===== config.mk =====
export PLATFORM = sky130hd
export DESIGN_NAME = picomem_ctrl
export DESIGN_NICKNAME = d
export VERILOG_FILES = /design/src/rtl/picomem_pkg.sv /design/src/rtl/picomem_array.sv /design/src/rtl/picomem_ctrl.sv
export SDC_FILE = /design/constraint.sdc
export NUM_CORES = 1
export LEC_CHECK = 0
export BUFFER_PORTS_ARGS = -buffer_cell sky130_fd_sc_hd__buf_2
export CAP_MARGIN = 20
export CORE_MARGIN = 3
export CORE_UTILIZATION = 40
export CTS_BUF_LIST = sky130_fd_sc_hd__clkbuf_16
export CTS_CLUSTER_DIAMETER = 40
export DETAILED_ROUTE_END_ITERATION = 12
export GPL_TIMING_DRIVEN = 0
export PLACE_DENSITY = 0.63
export SKIP_CTS_REPAIR_TIMING = 1
export SYNTH_ARGS = -nofsm -noshare
export SYNTH_HDL_FRONTEND = slang
export SYNTH_HIERARCHICAL = 1
export SYNTH_SLANG_ARGS = --single-unit

===== constraint.sdc =====
create_clock -name clk -period 3.56 [get_ports clk]
set_input_delay 0.712 -clock clk [delete_from_list [all_inputs] [get_ports clk]]
set_output_delay 0.712 -clock clk [all_outputs]
set_load 0.01 [all_outputs]

===== src/rtl/picomem_pkg.sv =====
// Shared types and constants for the picomem_ctrl memory responder.
// Optional range checking is enabled by defining PICOMEM_RANGE_CHK_EN.
package picomem_pkg;

    // Request sequencing states
    typedef enum logic [1:0] {
        ST_IDLE = 2'd0,
        ST_WAIT = 2'd1,
        ST_DONE = 2'd2
    } state_e;

    // Read data returned for out-of-range reads
    localparam logic [31:0] PICOMEM_BAD_DATA = 32'hDEAD_BEEF;

    // Width of the wait-state counter (WAIT_STATES up to 15)
    localparam int unsigned WCNT_W = 4;

endpackage


===== src/rtl/picomem_array.sv =====
// Word-organised RAM with byte write enables: writes commit on the rising
// edge, the read port is asynchronous so the controller can capture the
// pre-write word on the same edge that commits a write.
module picomem_array #(
    parameter int unsigned WORDS  = 32,
    parameter int unsigned ADDR_W = 5
) (
    input  logic              clk,
    input  logic [3:0]        we,
    input  logic [ADDR_W-1:0] addr,
    input  logic [31:0]       wdata,
    output logic [31:0]       rdata
);

    logic [31:0] mem_q [WORDS];

    // Byte-strobed write; contents are deliberately not reset
    always_ff @(posedge clk) begin
        for (int b = 0; b < 4; b++) begin
            if (we[b]) begin
                mem_q[addr][8*b +: 8] <= wdata[8*b +: 8];
            end
        end
    end

    assign rdata = mem_q[addr];

endmodule


===== src/rtl/picomem_ctrl.sv =====
// picomem_ctrl: picorv32 native-interface memory responder with wait states,
// base address and byte-strobed writes. Defining PICOMEM_RANGE_CHK_EN adds
// out-of-range detection (suppressed writes, DEAD_BEEF reads, sticky err).
module picomem_ctrl
    import picomem_pkg::*;
#(
    parameter int unsigned WORDS       = 32,
    parameter logic [31:0] ADDR_BASE   = 32'h0000_0000,
    parameter int unsigned WAIT_STATES = 0
) (
    input  logic        clk,
    input  logic        reset,
    input  logic        mem_valid,
    input  logic        mem_instr,
    input  logic [31:0] mem_addr,
    input  logic [31:0] mem_wdata,
    input  logic [3:0]  mem_wstrb,
    output logic        mem_ready,
    output logic [31:0] mem_rdata,
    output logic        err,
    output logic [31:0] err_addr
);

    localparam int unsigned       IDX_W     = $clog2(WORDS);
    localparam logic [WCNT_W-1:0] WCNT_INIT = WCNT_W'(WAIT_STATES);

    state_e              state_q, state_d;
    logic [31:0]         addr_q, addr_d;
    logic [31:0]         wdata_q, wdata_d;
    logic [3:0]          wstrb_q, wstrb_d;
    logic [WCNT_W-1:0]   wcnt_q, wcnt_d;
    logic                ready_q, ready_d;
    logic [31:0]         rdata_q, rdata_d;
    logic [31:0]         instr_cnt_q, instr_cnt_d;

    logic [31:0]         acc_addr_c, acc_wdata_c;
    logic [3:0]          acc_wstrb_c;
    logic [31:0]         offset_c;
    logic [IDX_W-1:0]    idx_c;
    logic                in_range_c;
    logic                access_c;
    logic [3:0]          we_c;
    logic [3:0]          ram_we_c;
    logic [31:0]         arr_rdata_c;
    logic                unused_c;

    // Zero-wait accesses happen in IDLE straight from the bus; otherwise use the latched request
    assign acc_addr_c  = (state_q == ST_IDLE) ? mem_addr  : addr_q;
    assign acc_wdata_c = (state_q == ST_IDLE) ? mem_wdata : wdata_q;
    assign acc_wstrb_c = (state_q == ST_IDLE) ? mem_wstrb : wstrb_q;

    assign offset_c = acc_addr_c - ADDR_BASE;
    assign idx_c    = offset_c[IDX_W+1:2];

`ifdef PICOMEM_RANGE_CHK_EN
    assign in_range_c = (offset_c[31:IDX_W+2] == '0);
`else
    assign in_range_c = 1'b1;
`endif

    // No write may land while reset is held, even if a request is on the bus
    assign ram_we_c = we_c & {4{~reset}};

    // Instruction-fetch count and dropped address bits are kept for debug visibility only
    assign unused_c = ^{offset_c[1:0], offset_c[31:IDX_W+2], instr_cnt_q};

    picomem_array #(
        .WORDS  (WORDS),
        .ADDR_W (IDX_W)
    ) u_array (
        .clk   (clk),
        .we    (ram_we_c),
        .addr  (idx_c),
        .wdata (acc_wdata_c),
        .rdata (arr_rdata_c)
    );

    // Next-state, wait counting and access generation
    always_comb begin
        state_d     = state_q;
        addr_d      = addr_q;
        wdata_d     = wdata_q;
        wstrb_d     = wstrb_q;
        wcnt_d      = wcnt_q;
        instr_cnt_d = instr_cnt_q;
        rdata_d     = rdata_q;
        access_c    = 1'b0;
        we_c        = 4'b0000;

        case (state_q)
            ST_IDLE: begin
                if (mem_valid) begin
                    addr_d  = mem_addr;
                    wdata_d = mem_wdata;
                    wstrb_d = mem_wstrb;
                    wcnt_d  = WCNT_INIT;
                    if (mem_instr) begin
                        instr_cnt_d = instr_cnt_q + 32'd1;
                    end
                    if (WAIT_STATES == 0) begin
                        access_c = 1'b1;
                        state_d  = ST_DONE;
                    end else begin
                        state_d  = ST_WAIT;
                    end
                end
            end
            ST_WAIT: begin
                if (!mem_valid) begin
                    state_d = ST_IDLE;
                end else if (wcnt_q == WCNT_W'(1)) begin
                    access_c = 1'b1;
                    state_d  = ST_DONE;
                end else begin
                    wcnt_d = wcnt_q - WCNT_W'(1);
                end
            end
            ST_DONE: begin
                state_d = ST_IDLE;
            end
            default: begin
                state_d = ST_IDLE;
            end
        endcase

        if (access_c) begin
            rdata_d = in_range_c ? arr_rdata_c : PICOMEM_BAD_DATA;
            we_c    = acc_wstrb_c & {4{in_range_c}};
        end

        ready_d = access_c;
    end

    // Controller state and registered bus outputs
    always_ff @(posedge clk or posedge reset) begin
        if (reset) begin
            state_q     <= ST_IDLE;
            addr_q      <= '0;
            wdata_q     <= '0;
            wstrb_q     <= '0;
            wcnt_q      <= '0;
            ready_q     <= 1'b0;
            rdata_q     <= '0;
            instr_cnt_q <= '0;
        end else begin
            state_q     <= state_d;
            addr_q      <= addr_d;
            wdata_q     <= wdata_d;
            wstrb_q     <= wstrb_d;
            wcnt_q      <= wcnt_d;
            ready_q     <= ready_d;
            rdata_q     <= rdata_d;
            instr_cnt_q <= instr_cnt_d;
        end
    end

    assign mem_ready = ready_q;
    assign mem_rdata = rdata_q;

`ifdef PICOMEM_RANGE_CHK_EN
    logic        err_q, err_d;
    logic [31:0] err_addr_q, err_addr_d;

    // First out-of-range access sets the sticky flag and records its address
    always_comb begin
        err_d      = err_q;
        err_addr_d = err_addr_q;
        if (access_c && !in_range_c && !err_q) begin
            err_d      = 1'b1;
            err_addr_d = acc_addr_c;
        end
    end

    // Error capture registers, cleared only by reset
    always_ff @(posedge clk or posedge reset) begin
        if (reset) begin
            err_q      <= 1'b0;
            err_addr_q <= '0;
        end else begin
            err_q      <= err_d;
            err_addr_q <= err_addr_d;
        end
    end

    assign err      = err_q;
    assign err_addr = err_addr_q;
`else
    assign err      = 1'b0;
    assign err_addr = '0;
`endif

endmodule


==> results of run 1 <==
==> layout by cell type (no fill, tap or decap), types with 4 or more instances in the layout <==
cell        netlist  final
dfrtp_1          71     70
buf_2            89    144
nor4_2            0     21
inv_1             1     20
buf_12            0      8
nand3_1           5      5
clkbuf_4          0     25
nor4_1           64     40
clkbuf_1         30      5
nor2_4            0     71
mux2_2           51     51
clkinv_1          0     20
clkinv_2          0     14
inv_6             0     12
nor2_1          130      7
clkbuf_16         0    134
buf_6            15     15
o22ai_1         254    254
clkbuf_2          1     13
bufinv_16         0     11
clkinv_4          0     11
clkinvlp_4        0      8
nand4b_1          4      4
buf_4            46     75
nand2_1          45     37
inv_16            0      7
nand2_2           0      8
edfxtp_1       1024   1024
mux2i_1         512    512
conb_1            1     33
mux2_1           55     55
nor2_2            0     52
==> how the worst max path moves through the flow <==
| stage | start | to | slack (ns) | cells after the start |
|---|---|---|---|---|
| global placement | state_q[1] | mem_rdata[31] | -0.64 | 10 |
| detailed placement | state_q[1] | u_array/mem_q[6][19] | -0.75 | 8 |
| CTS | state_q[1] | u_array/mem_q[6][19] | -0.80 | 8 |
| finish | state_q[1] | u_array/mem_q[23][15] | -0.16 | 7 |
| floorplan | mem_addr[3] | u_array/mem_q[12][24] | 0.91 | 7 |
| global route | state_q[1] | u_array/mem_q[3][20] | -0.18 | 7 |
==> layout make-up <==
cell class	instances	area, µm²
diodes	2	5.00
plain buffers	175	1150
clock buffers	134	3350
clock inverters	109	1030
fillers	8692	55000
inverters	1	6.26
multi-input cells	1182	10300
flip-flops and latches	1095	32500
well taps	1391	1740
repair buffers	113	793
==> kinds of logic (layout without fill, tap and decap cells) <==
family / Yosys count / after routing
AND/OR/NAND/NOR: 275 / 275
flip-flops: 1095 / 1095
buffers and inverters: 182 / 532
multiplexers: 618 / 618
other: 1 / 35
AO/OA/AOI/OAI: 256 / 256
==> state kept, by name (all words and copies together) (netlist names) <==
| name | cells |
|---|---|
| addr_q | 5 |
| u_array/mem_q | 1024 |
| mem_rdata | 32 |
| mem_ready | 1 |
| wdata_q | 32 |
| state_q | 1 |
==> per-stage QoR <==
| stage | power, mW | std cells | TNS, ns | worst slack [ns] |
|---|---|---|---|---|
| after global placement | 18.0 | 3926 | -361.16 | -0.641 |
| final | 31.2 | 4202 | -36.60 | -0.157 |
| after floorplan | 16.7 | 2459 | 0 | 0.908 |
| after CTS | 31.2 | 4171 | -397.63 | -0.801 |
| after global routing | 32.1 | 4200 | -38.95 | -0.179 |
| after detailed placement | 18.1 | 3928 | -358.77 | -0.749 |
==> metal layers <==
layer / vias up / track usage / part of all wire / wire length (µm)
met4: 0 / 0.0743 / 0.033 / 3940
met2: 1220 / 0.328 / 0.47 / 55300
met5: - / 0 / 0 / 0
li1: 10167 / - / - / -
met1: 12258 / 0.277 / 0.40 / 47500
met3: 217 / 0.0555 / 0.094 / 11100
==> power breakdown <==
group / total, mW / internal (mW) / switching [mW]
sequential: 14.7 / 14.6 / 0.112
clock: 13.2 / 7.81 / 5.42
combinational: 3.26 / 1.07 / 2.20
==> flow_summary.json, run 1 <==
{
  "outcome": "finished, violations left",
  "violations": "setup timing",
  "critical-path-max-stage-delay_ns": 0.68,
  "ff2ff_setup_slack_ns": -0.16,
  "synth.distinct_cells": 31,
  "cap_violations": 0,
  "synthAdderAreaFrac": 0,
  "via_per_inst": 5.68,
  "worst_slew_pin_slew_ns": 1.16,
  "rr_startpoint": "state_q[1]",
  "grt_pass1_wl_um": 165000,
  "synth_top_family_by_area": "multiplexers",
  "grt_usage": 0.207,
  "clkSlewWorstSetupHoldPaths_ns": 0.06,
  "crit_top_cell": "buf_2",
  "syn_area_mm2": 0.0429,
  "gr-total-overflow": 0,
  "ant_nets": 0,
  "finalInstanceArea_mm2": 0.0509,
  "worst_ep_arrival_time_ns": 4.08,
  "syn_inst": 2427,
  "synth_compound_area_frac": 0.0376,
  "die_y_um": 333,
  "required_ns": 3.92,
  "placed_area_mm2": 0.0452,
  "antenna_found_initial": 0,
  "final_nets": 2772,
  "cp_cell_sequence": "clkbuf_4 -> mux2_2 -> buf_2 -> buf_2 -> buf_2 -> nand3_1 -> nor2_2",
  "ys_async_sr_fraction": 0.0648,
  "dieArea_mm2": 0.111,
  "synth_edf_count": 1024,
  "pin_count": 138,
  "ys_top_cells_by_area": "edfxtp_1 (72%), mux2i_1 (12%), dfrtp_1 (4.1%)",
  "numCtsBuffers": 132,
  "synth_seq_cells": 1095,
  "powerDensity_mw_per_mm2": 613,
  "crit_slowest_cell": "nor2_2",
  "hold_viol": 0,
  "synth_mux_area_frac": 0.147,
  "vias": 23862,
  "cp.buffers_inverters": 4,
  "first_global_vias": 23542,
  "drt-pass1-iter-count": 5,
  "areaGrowthSynthToFinish_pct": 18.7,
  "yosysSeqAreaShare": 0.758,
  "clock-skew-final_ns": 0.0290,
  "layout_setup_ws_ns": -0.157,
  "synthTopCellsByCount": "edfxtp_1 (1,024), mux2i_1 (512), o22ai_1 (254), nor2_1 (130), buf_2 (89)",
  "clock-sinks": 1095,
  "max_slew_margin": 0.224,
  "setup_viol_count_final": 575,
  "crit_family": "simple AND/OR/NAND/NOR gates",
  "clock_latency_ns": 0.74,
  "start_kind": "flip-flop",
  "avgRoutedWirePerCell_um": 28.0,
  "crit_fanout": 10,
  "drcViolationCount": 0,
  "cts_tree": "built",
  "reg2reg_depth": 7,
  "io_buffers": 76,
  "htreeDepth": 4,
  "drive_gt1_frac": 0.251,
  "ir_drop_v": 0.000391,
  "synth_top_area_share": 0.717,
  "core_area_mm2": 0.106,
  "p_leak_nw": 17.9,
  "place_congestion": 0.919,
  "totalWireLength_um": 118000,
  "grt_max_degree": 40,
  "r2r_end": "u_array/mem_q[23][15]",
  "start_util": 0.405,
  "die_w_um": 333,
  "hold-worst-slack_ns": 0.0492,
  "root_buffer": "clkbuf_16",
  "synth_xor_area_frac": 0,
  "final_util": 0.481,
  "min_period_ns": 3.72,
  "synth_most_common_cell": "edfxtp_1",
  "yosys.area_share.simple": 0.0316,
  "finalCritPeriodShare": 1.04,
  "synth_area_per_cell_um2": 17.7,
  "ys.flop_type": "edfxtp_1",
  "path_class": "reg -> reg",
  "rsz0062_at_grt": "yes",
  "clock_path_buffers": 3,
  "drt_iter0_markers": 2491,
  "place_hpwl_um": 78500,
  "end_kind": "flip-flop",
  "slew_violations": 0,
  "fp-row-count": 119,
  "hold_path_class": "in -> async",
  "yosysTopAreaCell": "edfxtp_1",
  "clock.fmax_ghz": 0.269,
  "yosys_warnings": 6
}
Note: power is estimated with default switching activity, not from simulation.
==> run 2: changes to the inputs <==
Settings changed: BUFFER_PORTS_ARGS -buffer_cell sky130_fd_sc_hd__buf_2 to -buffer_cell sky130_fd_sc_hd__clkbuf_2, CORE_MARGIN 3 to 1.5, RECOVER_POWER from default to 50.
==> run 2 against run 1 <==
Compared with the run above:
- the run ends with capacitance limit, slew limit, setup timing left
- hold slack gained 0.16 ns
- first-iteration DRC count rose by 15%
- power increased by 0.81%
- critical endpoint is now mem_rdata[2]
- largest power group unchanged
==> flow_summary.json, run 2 (same netlist as run 1, synthesis figures left out) <==
{
  "top_register": "u_array/mem_q",
  "start_kind": "flip-flop",
  "drcViolationCount": 0,
  "final_nets": 2766,
  "htreeDepth": 4,
  "antenna_found_initial": 1,
  "rsz0062_at_grt": "yes",
  "crit_family": "buffers and inverters",
  "vias": 23766,
  "die_w_um": 330,
  "largest_reg_flops": 1024,
  "crit_top_cell": "buf_2",
  "p_leak_nw": 17.9,
  "setup_tns_ns": -0.00176,
  "layout_setup_ws_ns": -0.00176,
  "holdCritStartpoint": "mem_wdata[26]",
  "placed_cells": 3930,
  "placed_area_mm2": 0.0452,
  "powerDensity_mw_per_mm2": 617,
  "rr_startpoint": "state_q[1]",
  "crit_slowest_cell": "dfrtp_2",
  "cp_cell_sequence": "clkbuf_4 -> mux2_2 -> buf_2 -> nand4bb_1 -> clkbuf_1 -> buf_2 -> o22ai_1 -> nor4_1 -> nand2_1 -> mux2_1",
  "hold_viol": 0,
  "clock-skew-final_ns": 0.0323,
  "core_area_mm2": 0.106,
  "setup_viol_count_final": 1,
  "slew_violations": 41,
  "drive_gt1_frac": 0.257,
  "clock_latency_ns": 0.75,
  "violations": "capacitance limit, slew limit, setup timing",
  "required_ns": 4.19,
  "clock-sinks": 1095,
  "totalWireLength_um": 118000,
  "die_y_um": 330,
  "areaGrowthSynthToFinish_pct": 18.9,
  "clock.fmax_ghz": 0.281,
  "path_class": "reg -> reg",
  "gr-total-overflow": 0,
  "end_kind": "flip-flop",
  "fp-row-count": 119,
  "ant_nets": 0,
  "pin_count": 138,
  "io_buffers": 76,
  "critical-path-max-stage-delay_ns": 0.47,
  "final_common_cell": "edfxtp_1",
  "max_slew_margin": -0.141,
  "p_total_mw": 31.4,
  "worst_ep_arrival_time_ns": 4.19,
  "outcome": "finished, violations left",
  "dieArea_mm2": 0.109,
  "worst_slew_pin_slew_ns": 1.70,
  "drt_iter0_markers": 2853,
  "min_period_ns": 3.56,
  "place_hpwl_um": 79000,
  "first_global_vias": 23247,
  "crit_start": "state_q[1]",
  "via_per_inst": 5.67,
  "pre_cts_ws_ns": -0.805,
  "numCtsBuffers": 131,
  "clock_path_buffers": 3,
  "cts_tree": "built",
  "cap_violations": 2,
  "ir_drop_v": 0.000405,
  "grt_max_degree": 44,
  "crit_fanout": 10,
  "final_cell_mix": "edfxtp_1 (1,024), mux2i_1 (512), o22ai_1 (254)",
  "hold_path_class": "in -> reg",
  "grt_usage": 0.215,
  "grt_pass1_wl_um": 165000,
  "drt-pass1-iter-count": 5,
  "finalCritPeriodShare": 1.00,
  "cp.buffers_inverters": 4,
  "avgRoutedWirePerCell_um": 28.2,
  "layout.cells.non_filler": 4193,
  "start_util": 0.405,
  "finalInstanceArea_mm2": 0.0510,
  "place_congestion": 0.893,
  "clkSlewWorstSetupHoldPaths_ns": 0.06,
  "root_buffer": "clkbuf_16"
}
run 2: changes by cell type in the layout (fill, tap and decap cells not counted), sizes merged:
cell,change
bufinv,+3
clkinvlp,+4
clkbuf,+80
inv,-16
diode,-1
clkinv,+9
buf,-88
run 2: area by class of cell:
type                    instances  area [µm²]
plain buffers                 175        1140
fillers                      8715       54900
clock buffers                 131        3280
repair buffers                108         712
clock inverters               109        1240
multi-input cells            1182       10300
diodes                          1        2.50
inverters                       1        5.00
flip-flops and latches       1095       32500
well taps                    1391        1740
run 2: per-layer routing:
layer	track usage	routed length, µm	vias to the layer above
met4	0.0690	3440	0
met5	0	0	-
met3	0.0567	11400	188
met2	0.342	55800	1205
li1	-	-	10144
met1	0.287	47600	12229
run 2: metrics by stage:
stage	hold slack (ns)	utilization
2_1_floorplan	0.452	-
6_report	0.205	0.482
4_1_cts	-0.000543	0.470
3_3_place_gp	0.462	0.426
5_1_grt	0.191	0.482
3_5_place_dp	0.470	0.427
run 2: path summary, 6_finish.rpt:
path                                     end  slack, ns  cells after the start
worst min register to register   wdata_q[26]       0.48                      1
worst min-delay path             wdata_q[26]       0.21                      2
worst max register to register  mem_rdata[2]     -0.002                     10
max in group asynchronous        wdata_q[13]       1.12                      3
worst max-delay path            mem_rdata[2]     -0.002                     10
min in group asynchronous          addr_q[6]       0.42                      2
run 2: power by group:
group | leakage [nW] | total, mW | switching [mW] | internal [mW]
Combinational | 5.61 | 3.28 | 2.22 | 1.06
Clock | 2.22 | 13.5 | 5.52 | 7.94
Sequential | 10.1 | 14.7 | 0.119 | 14.6
Total | 17.9 | 31.4 | 7.86 | 23.6
